===== src/rtl/tappy_pkg.sv =====
// Shared definitions for the tappy PS/2-style host transmit path:
// controller state encoding and frame geometry.
package tappy_pkg;

  typedef enum logic [2:0] {
    IDLE,
    INHIBIT,
    RTS,
    SEND,
    ACK,
    RELEASE
  } state_t;

  // Bits driven after the start bit: d0..d7, odd parity, stop.
  localparam int         FRAME_BITS = 10;
  localparam logic [3:0] LAST_IDX   = 4'(FRAME_BITS - 1);

endpackage


===== src/rtl/tappy_edge.sv =====
// Two-flop synchronizer for an asynchronous bus line plus a falling-edge
// detector on the synchronized level. Lines idle high, so reset is high.
module tappy_edge (
  input  logic sysclk,
  input  logic rst_n,
  input  logic line,
  output logic level,
  output logic fall
);

  logic sync_p0, sync_p1, prev_p2;

  always_ff @(posedge sysclk or negedge rst_n) begin
    if (!rst_n) begin
      sync_p0 <= 1'b1;
      sync_p1 <= 1'b1;
      prev_p2 <= 1'b1;
    end else begin
      sync_p0 <= line;
      sync_p1 <= sync_p0;
      prev_p2 <= sync_p1;
    end
  end

  assign level = sync_p1;
  assign fall  = prev_p2 & ~sync_p1;

endmodule


===== src/rtl/tappy_host_ctl.sv =====
// Host-to-device transmitter for a two-wire open-drain clk/dat bus: inhibits
// the bus, requests to send, shifts a byte out on device clocks, checks the ack.
module tappy_host_ctl
  import tappy_pkg::*;
#(
  parameter int INHIBIT_CYCLES = 8,
  parameter int TIMEOUT_CYCLES = 1024
) (
  input  logic       sysclk,
  input  logic       rst_n,
  input  logic       clk,
  input  logic       dat,
  output logic       clk_oe,
  output logic       dat_oe,
  input  logic       rx_busy,
  output logic       rx_en,
  input  logic       tx_valid,
  input  logic [7:0] tx_byte,
  output logic       tx_ready,
  output logic       tx_done,
  output logic       tx_err
);

  localparam int INH_W = $clog2(INHIBIT_CYCLES + 1);
  localparam int TMO_W = $clog2(TIMEOUT_CYCLES + 1);

  state_t           state, state_nxt;
  logic             clk_s, clk_fall;
  logic             dat_p0, dat_p1;
  logic [7:0]       byte_q;
  logic [3:0]       idx;
  logic [INH_W-1:0] inh_cnt;
  logic [TMO_W-1:0] tmo_cnt;
  logic [1:0]       start_cnt;
  logic             handshake, inh_last, watch, tmo_hit, released;

  // Line value for frame position idx: data LSB first, odd parity, stop.
  function automatic logic frame_bit(input logic [7:0] b, input logic [3:0] i);
    if (i < 4'd8)       return b[i[2:0]];
    else if (i == 4'd8) return ~(^b);
    else                return 1'b1;
  endfunction

  tappy_edge u_clk_edge (
    .sysclk(sysclk),
    .rst_n (rst_n),
    .line  (clk),
    .level (clk_s),
    .fall  (clk_fall)
  );

  // dat needs only its synchronized level, no edge detection.
  always_ff @(posedge sysclk or negedge rst_n) begin
    if (!rst_n) begin
      dat_p0 <= 1'b1;
      dat_p1 <= 1'b1;
    end else begin
      dat_p0 <= dat;
      dat_p1 <= dat_p0;
    end
  end

  assign tx_ready  = (state == IDLE) && !rx_busy && clk_s && (start_cnt == 2'd2);
  assign handshake = tx_valid && tx_ready;
  assign inh_last  = (inh_cnt == INH_W'(INHIBIT_CYCLES - 1));
  assign watch     = (state inside {RTS, SEND, ACK, RELEASE});
  assign tmo_hit   = watch && !clk_fall && (tmo_cnt == TMO_W'(TIMEOUT_CYCLES - 1));
  assign released  = clk_s && dat_p1;

  always_ff @(posedge sysclk) begin
    if (handshake) byte_q <= tx_byte;
  end

  // Holds off tx_ready for two cycles after reset so the synchronizers settle.
  always_ff @(posedge sysclk or negedge rst_n) begin
    if (!rst_n) begin
      start_cnt <= 2'd0;
      inh_cnt   <= '0;
      tmo_cnt   <= '0;
      idx       <= 4'd0;
    end else begin
      if (start_cnt != 2'd2) start_cnt <= start_cnt + 2'd1;

      if (state == INHIBIT) inh_cnt <= inh_cnt + 1'b1;
      else                  inh_cnt <= '0;

      if (!watch || clk_fall) tmo_cnt <= '0;
      else if (!tmo_hit)      tmo_cnt <= tmo_cnt + 1'b1;

      if (state == RTS)
        idx <= 4'd0;
      else if (state == SEND && clk_fall && idx != LAST_IDX)
        idx <= idx + 4'd1;
    end
  end

  always_ff @(posedge sysclk or negedge rst_n) begin
    if (!rst_n) state <= IDLE;
    else        state <= state_nxt;
  end

  always_comb begin
    state_nxt = state;
    case (state)
      IDLE:    if (handshake) state_nxt = INHIBIT;
      INHIBIT: if (inh_last)  state_nxt = RTS;
      RTS: begin
        if (tmo_hit)       state_nxt = IDLE;
        else if (clk_fall) state_nxt = SEND;
      end
      SEND: begin
        if (tmo_hit)                          state_nxt = IDLE;
        else if (clk_fall && idx == LAST_IDX) state_nxt = ACK;
      end
      ACK: begin
        if (tmo_hit)       state_nxt = IDLE;
        else if (clk_fall) state_nxt = dat_p1 ? IDLE : RELEASE;
      end
      RELEASE: if (released || tmo_hit) state_nxt = IDLE;
      default: state_nxt = IDLE;
    endcase
  end

  always_comb begin
    clk_oe  = 1'b0;
    dat_oe  = 1'b0;
    rx_en   = 1'b0;
    tx_done = 1'b0;
    tx_err  = 1'b0;
    case (state)
      IDLE:    rx_en  = 1'b1;
      INHIBIT: clk_oe = 1'b1;
      RTS: begin
        dat_oe = 1'b1;
        tx_err = tmo_hit;
      end
      SEND: begin
        dat_oe = ~frame_bit(byte_q, idx);
        tx_err = tmo_hit;
      end
      ACK: tx_err = tmo_hit || (clk_fall && dat_p1);
      RELEASE: begin
        tx_done = released;
        tx_err  = tmo_hit && !released;
      end
      default: ;
    endcase
  end

endmodule


===== config.mk =====
export PLATFORM = sky130hd
export DESIGN_NAME = tappy_host_ctl
export DESIGN_NICKNAME = d
export VERILOG_FILES = /design/src/rtl/tappy_pkg.sv /design/src/rtl/tappy_edge.sv /design/src/rtl/tappy_host_ctl.sv
export SDC_FILE = /design/constraint.sdc
export NUM_CORES = 1
export LEC_CHECK = 0
export CORE_AREA = 2 2 60 62
export CTS_CLUSTER_SIZE = 20
export DETAILED_ROUTE_END_ITERATION = 12
export DIE_AREA = 0 0 62 64
export GPL_TIMING_DRIVEN = 1
export MAX_ROUTING_LAYER = met4
export PLACE_DENSITY = 0.9
export SETUP_SLACK_MARGIN = 0.5
export SYNTH_ARGS = -nofsm -noshare
export SYNTH_HDL_FRONTEND = slang
export SYNTH_SLANG_ARGS = --single-unit
export TNS_END_PERCENT = 1

===== constraint.sdc =====
create_clock -name sysclk -period 4.95 [get_ports sysclk]
set_input_delay 0.7425 -clock sysclk [delete_from_list [all_inputs] [get_ports sysclk]]
set_output_delay 0.7425 -clock sysclk [all_outputs]
set_load 0.05 [all_outputs]

==> results of run 1 <==
## logic make-up after synthesis
group	Yosys count
xor+xnor	20
compound gates	18
fa+ha+maj	7
simple gates	72
flops	37
buf+inv	12
mux	5
## layer usage
metal,vias up,global-route usage,share of wire
met5,-,-,0
li1,649,-,-
met4,0,0.101,0.030
met1,678,0.264,0.43
met2,28,0.341,0.50
met3,12,0.0709,0.037
## power groups by stage
stage          sequential, uW  clock, uW  combinational (uW)
2_1_floorplan             376          0                 193
3_3_place_gp              391          0                 236
3_5_place_dp              395          0                 245
4_1_cts                   389        173                 245
5_1_grt                   396        187                 267
6_report                  390        166                 244
## Yosys cell counts, drive strengths merged, types with 2 or more instances
cell type / n
and2: 2
ha: 7
a21oi: 3
nand2b: 2
mux4: 2
o22ai: 3
edfxtp: 8
nand3b: 2
nand3: 5
xor2: 9
nand2: 10
nor4b: 2
and4: 4
nor2b: 2
a31oi: 2
dfstp: 5
nor2: 25
o21ai: 3
nand4: 4
buf: 4
dfrtp: 24
inv: 8
nor3: 3
mux2i: 3
xnor2: 11
and3: 4
## layout make-up
class / count / area [sq um]
multi-input cells: 122 / 910
inverters: 8 / 30.0
flip-flops and latches: 37 / 972
clock buffers: 8 / 58.8
well taps: 46 / 57.6
fillers: 229 / 1060
repair buffers: 20 / 198
## cell usage in the layout (no fill, tap or decap), types with 3 or more instances in the layout
master / Yosys / routed
inv_1: 8 / 8
clkbuf_4: 0 / 5
and3_1: 3 / 3
nor2_1: 24 / 24
nand4_1: 3 / 3
dfrtp_1: 24 / 24
and4_1: 3 / 3
dfstp_2: 5 / 5
nand2_1: 10 / 10
nand3_1: 5 / 5
edfxtp_1: 8 / 8
mux2i_1: 3 / 3
clkdlybuf4s50_1: 0 / 19
o22ai_1: 3 / 3
xor2_1: 9 / 9
ha_1: 7 / 7
xnor2_1: 11 / 11
## worst register-to-register path, delay by kind of cell, from the launching register on
kind	cells	cell delay [ns]
and+or+nand+nor	2	0.61
DFF	1	0.51
adders and majority gates	1	0.35
AOI/OAI and AO/OA	2	0.33
buffers and inverters	1	0.13
## worst min path at each step
stage | start | to | cells past startpoint
after floorplan | dat_p0$_DFF_PN1_ | dat_p1$_DFF_PN1_ | 0
after global placement | dat_p0$_DFF_PN1_ | dat_p1$_DFF_PN1_ | 0
after detailed placement | dat_p0$_DFF_PN1_ | dat_p1$_DFF_PN1_ | 0
after CTS | dat_p0$_DFF_PN1_ | dat_p1$_DFF_PN1_ | 0
after global routing | u_clk_edge.sync_p0$_DFF_PN1_ | u_clk_edge.level$_DFF_PN1_ | 0
final | u_clk_edge.sync_p0$_DFF_PN1_ | u_clk_edge.level$_DFF_PN1_ | 0
## sequential cells by signal (all words and copies together), names as in the netlist
signal              flops
byte_q                  8
dat_p0                  1
dat_p1                  1
idx                     4
inh_cnt                 4
start_cnt               2
state                   3
tmo_cnt                11
u_clk_edge.level        1
u_clk_edge.prev_p2      1
u_clk_edge.sync_p0      1
## through the flow
stage | cells | area (sq um) | hold slack [ns] | setup slack, ns
global placement | 233 | 2170 | 0.347 | 1.67
CTS | 241 | 2230 | 0.362 | 1.20
finish | 241 | 2230 | 0.361 | 1.21
global route | 241 | 2230 | 0.366 | 0.946
detailed placement | 233 | 2170 | 0.347 | 1.59
floorplan | 171 | 1940 | 0.345 | 1.34
==> run_results.csv, run 1 <==
group,metric,value,unit
logic_synthesis,synth_xor_area_frac,0.0903,
logic_synthesis,synth_edf_count,8,
setup_path,r2r_end,"state[1]$_DFFE_PN0P_",
timing,relSlewSlack,0.658,
detailed_routing,ant_nets,0,
setup_path,cp_cell_sequence,"inv_1 > ha_1 > or2_1 > nor2_4 > nor2_1 > nor3_1 > clkdlybuf4s50_1",
floorplan,die_area,3970,sq um
clocking,clkSinkCount,37,
logic_synthesis,syn_area,1940,sq um
setup_path,slowest_stage,"clkdlybuf4s50_1",
pwr,p_sw,286,uW
logic_synthesis,synth_top_family_by_area,"simple AND/OR/NAND/NOR gates",
setup_path,cp-endpoint,"tx_err",
timing,drv_slew,0,
placed_design,io_buffers,19,
pwr,vdd_drop_max,0.178,mV
setup_path,critical_path_required,4.21,ns
timing,worst_pin_slew,0.512,ns
clocking,cts_buffer_depth,2,
detailed_routing,firstDrtPassIters,4,
setup_path,cp.buffers_inverters,2,
detailed_routing,drt_iter0_markers,97,
setup_path,start_kind,"register",
timing,finalCriticalPeriod,3.74,ns
placed_design,routabilityCongestion,0.915,
pwr,powerDensity,359,nW/um^2
timing,grt_setup_unrepaired,"false",
logic_synthesis,postSynthCellCount,171,
clocking,postCtsResizedCells,0,
finish,diodes,0,
finish,drive_above_1_share,0.128,
clocking,cts_setup_buffers,0,
logic_synthesis,synthFlopType,"dfrtp_1",
clocking,clkLatencyLatePin,0.34,ns
detailed_routing,routedWlPerCell,15.4,um
placed_design,dp_hpwl,2810,um
setup_path,cpPeakStageDelay,0.84,ns
pwr,p_leak,0.000991,uW
detailed_routing,drc,0,
logic_synthesis,synth_fp_nets,192,
pwr,pwr-share-seq,0.488,
pwr,intPower,514,uW
clocking,cts-root-buf,"clkbuf_4",
clocking,htreeDepth,2,
logic_synthesis,synthArstFlopShare,0.784,
setup_path,crit_cells,7,
finish,fin_util,0.678,
floorplan,coreArea,3280,sq um
logic_synthesis,yosys-top-cells-area,"dfrtp_1, edfxtp_1, dfstp_2, xnor2_1, nor2_1",
pwr,p_total,800,uW
global_routing,grt_overflow,0,
floorplan,start_util,0.590,
logic_synthesis,muxShareOfSynthArea,0.0406,
logic_synthesis,ys_seq_area_frac,0.501,
logic_synthesis,ys_ff_latch,37,
clocking,cts_buffers,5,
timing,finalSetupTns,0,ns
timing,fin_crit_sh,0.756,
setup_path,r2r-start,"state[2]$_DFFE_PN0P_",
global_routing,grt_pass1_wl,6270,um
global_routing,antenna_found_initial,0,
logic_synthesis,yosys_warnings,0,
clocking,clkTransAtPathRegs,0.11,ns
pwr,switching_share,0.358,
finish,nets,215,
run,drv_cap,0,
run_status,status,"finished clean",
logic_synthesis,yosysTopAreaCell,"dfrtp_1",
global_routing,first_global_vias,1385,
pwr,pwr-share-comb,0.305,
logic_synthesis,synthAdderAreaFrac,0.0452,
setup_path,cp_max_fo,10,
logic_synthesis,syn_avg_cell_area,11.3,sq um
timing,setup_violations,0,
timing,timing.fmax,267,MHz
floorplan,die_y,64,um
setup_path,path_delay_family,"buffers and inverters",
detailed_routing,vias,1367,
detailed_routing,via_per_inst,5.67,
timing,clock_skew,0.00900,ns
logic_synthesis,synth_compound_area_frac,0.0658,
floorplan,rows,21,
clocking,cts_hold_buf,0,
timing,hold_viol_final,0,
clocking,cts_tree,"built",
setup_path,r2r_slack,2.94,ns
finish,areaGrowthSynthToFinish,14.8,%
min_path,hold_class,"register to register",
global_routing,track_usage,0.223,
floorplan,io_pins,20,
setup_path,path_class,"register to output port",
setup_path,startpoint,"state[2]$_DFFE_PN0P_",
logic_synthesis,yosysUniqueCellTypes,53,
pwr,pwr-share-clk,0.207,
floorplan,die_w,62,um
global_routing,grt_start_max_net_pins,30,
setup_path,end_kind,"output port",
logic_synthesis,synthSimpleGateAreaFrac,0.227,
setup_path,arrival,3.00,ns
logic_synthesis,synth_top_area_frac,0.310,
detailed_routing,routed_wl,3710,um
setup_path,r2r.worst_path.cells,6,
(Power assumes the default switching activity.)
==> run 2: changes to the inputs <==
--- a/config.mk
+++ b/config.mk
@@ -5,13 +5,13 @@
 export SDC_FILE = /design/constraint.sdc
 export NUM_CORES = 1
 export LEC_CHECK = 0
-export CORE_AREA = 2 2 60 62
+export CORE_AREA = 2 2 62 64
 export CTS_CLUSTER_SIZE = 20
 export DETAILED_ROUTE_END_ITERATION = 12
-export DIE_AREA = 0 0 62 64
+export DIE_AREA = 0 0 64 66
 export GPL_TIMING_DRIVEN = 1
 export MAX_ROUTING_LAYER = met4
-export PLACE_DENSITY = 0.9
+export PLACE_DENSITY = 0.85
 export SETUP_SLACK_MARGIN = 0.5
 export SYNTH_ARGS = -nofsm -noshare
 export SYNTH_HDL_FRONTEND = slang
==> constraint.sdc (replaced) <==
create_clock -name sysclk -period 3.9 [get_ports sysclk]
set_input_delay 0.585 -clock sysclk [delete_from_list [all_inputs] [get_ports sysclk]]
set_output_delay 0.585 -clock sysclk [all_outputs]
set_load 0.05 [all_outputs]
==> run_results.csv, run 2 (synthesis gave the netlist of run 1 again) <==
group,metric,value,unit
timing,setup_violations,0,
detailed_routing,firstDrtPassIters,4,
run_status,status,"finished clean",
min_path,hold_class,"register to register",
global_routing,grt_pass1_wl,6450,um
pwr,p_leak,0.00102,uW
detailed_routing,drt_iter0_markers,39,
pwr,pwr-share-comb,0.276,
run,drv_cap,0,
pwr,switching_share,0.330,
clocking,cts_hold_buf,0,
clocking,cts_buffers,5,
timing,fin_crit_sh,0.817,
clocking,cts-root-buf,"clkbuf_4",
floorplan,rows,22,
detailed_routing,vias,1334,
clocking,cts_buffer_depth,2,
finish,largest_reg_flops,11,
global_routing,first_global_vias,1385,
setup_path,path_class,"register to output port",
placed_design,io_buffers,19,
floorplan,die_y,66,um
timing,drv_slew,0,
timing,relSlewSlack,0.222,
setup_path,cp_max_fo,6,
placed_design,dp_hpwl,2640,um
finish,regMostFlops,"tmo_cnt",
clocking,clkLatencyLatePin,0.34,ns
pwr,pwr-share-seq,0.436,
clocking,clkTransAtPathRegs,0.11,ns
clocking,htreeDepth,2,
global_routing,grt_start_max_net_pins,27,
detailed_routing,drc,0,
detailed_routing,routed_wl,3520,um
finish,fillers,279,
pwr,vdd_drop_max,0.312,mV
timing,timing.fmax,314,MHz
setup_path,arrival,2.60,ns
timing,grt_setup_unrepaired,"false",
setup_path,critical_path_required,3.31,ns
setup_path,start_kind,"register",
clocking,cts_tree,"built",
finish,final_cell_mix,"nor2_1, dfrtp_1, clkdlybuf4s50_1, xnor2_1, nand2_1",
pwr,pwr-share-clk,0.288,
detailed_routing,routedWlPerCell,14.5,um
timing,finalSetupTns,0,ns
clocking,cts_setup_buffers,0,
timing,worst_pin_slew,1.16,ns
finish,diodes,0,
pwr,intPower,763,uW
finish,drive_above_1_share,0.149,
timing,holdWs,0.364,ns
timing,worst_slack,0.715,ns
finish,fin_util,0.640,
timing,finalCriticalPeriod,3.18,ns
global_routing,grt_overflow,0,
finish,nets,215,
global_routing,antenna_found_initial,0,
global_routing,track_usage,0.206,
timing,hold_viol_final,0,
finish,largestRegisters,"tmo_cnt: 11 flops, byte_q: 8 flops",
finish,final_area,2270,sq um
setup_path,end_kind,"output port",
pwr,p_sw,376,uW
detailed_routing,via_per_inst,5.49,
floorplan,die_w,64,um
floorplan,die_area,4220,sq um
timing,clock_skew,0.00477,ns
placed_design,dp_slack,0.670,ns
detailed_routing,ant_nets,0,
floorplan,coreArea,3550,sq um
finish,areaGrowthSynthToFinish,17.2,%
floorplan,start_util,0.546,
floorplan,io_pins,20,
placed_design,routabilityCongestion,0.963,
pwr,powerDensity,501,nW/um^2
placed_design,dpl_cell_area,2170,sq um
clocking,clkSinkCount,37,
==> run 2: power groups by stage <==
stage	clock, uW	combinational [uW]	sequential [uW]
CTS	333	316	495
detailed placement	0	314	503
floorplan	0	246	477
global route	346	344	506
global placement	0	306	497
finish	328	315	496
==> run 2: final timing paths <==
| check | from | slack [ns] | end | cells after the start |
|---|---|---|---|---|
| worst max-delay path | idx[1]$_DFFE_PN0P_ | 0.72 | dat_oe | 5 |
| worst min-delay path | u_clk_edge.sync_p0$_DFF_PN1_ | 0.36 | u_clk_edge.level$_DFF_PN1_ | 0 |
| worst max register to register | state[2]$_DFFE_PN0P_ | 1.95 | state[0]$_DFFE_PN0P_ | 6 |
| worst min register to register | u_clk_edge.sync_p0$_DFF_PN1_ | 0.36 | u_clk_edge.level$_DFF_PN1_ | 0 |
| max in group asynchronous | rst_n | 2.27 | dat_p1$_DFF_PN1_ | 2 |
| min in group asynchronous | rst_n | 0.85 | idx[1]$_DFFE_PN0P_ | 1 |
==> run 2: final cells by class <==
class / instances / area, sq um / area share
Timing Repair Buffer: 20 / 193 / 0.0848
Sequential cell: 37 / 972 / 0.428
Tap cell: 48 / 60.1 / 0.0264
Clock inverter: 3 / 65.1 / 0.0286
Clock buffer: 5 / 37.5 / 0.0165
Inverter: 8 / 30.0 / 0.0132
Multi-Input combinational cell: 122 / 915 / 0.403
==> run 2: stage by stage <==
stage          std cells  power, uW
2_1_floorplan        171        723
3_3_place_gp         235        803
3_5_place_dp         235        817
4_1_cts              243       1140
5_1_grt              243       1200
6_report             243       1140
==> run 2: what timing repair did <==
| action | 4_1_cts | 5_1_grt |
|---|---|---|
| endpoints found under the setup margin | 1 | 1 |
| gates cloned | 0 | 0 |
| gates resized for setup | 1 | 3 |
==> run 2: worst max-delay path: stages, from the launching register on <==
cell             delay (ns)
dfrtp_1                0.49
mux4_1                 0.57
nand2_1                0.09
nand3b_1               0.08
a31oi_1                0.19
clkdlybuf4s50_1        0.83
==> run 2: per-layer routing <==
metal  share of wire  GRT usage  vias up
met5               0          -        -
met4           0.017     0.0951        0
met3           0.048     0.0443        6
met2            0.49      0.323       38
met1            0.44      0.258      640
li1                -          -      650
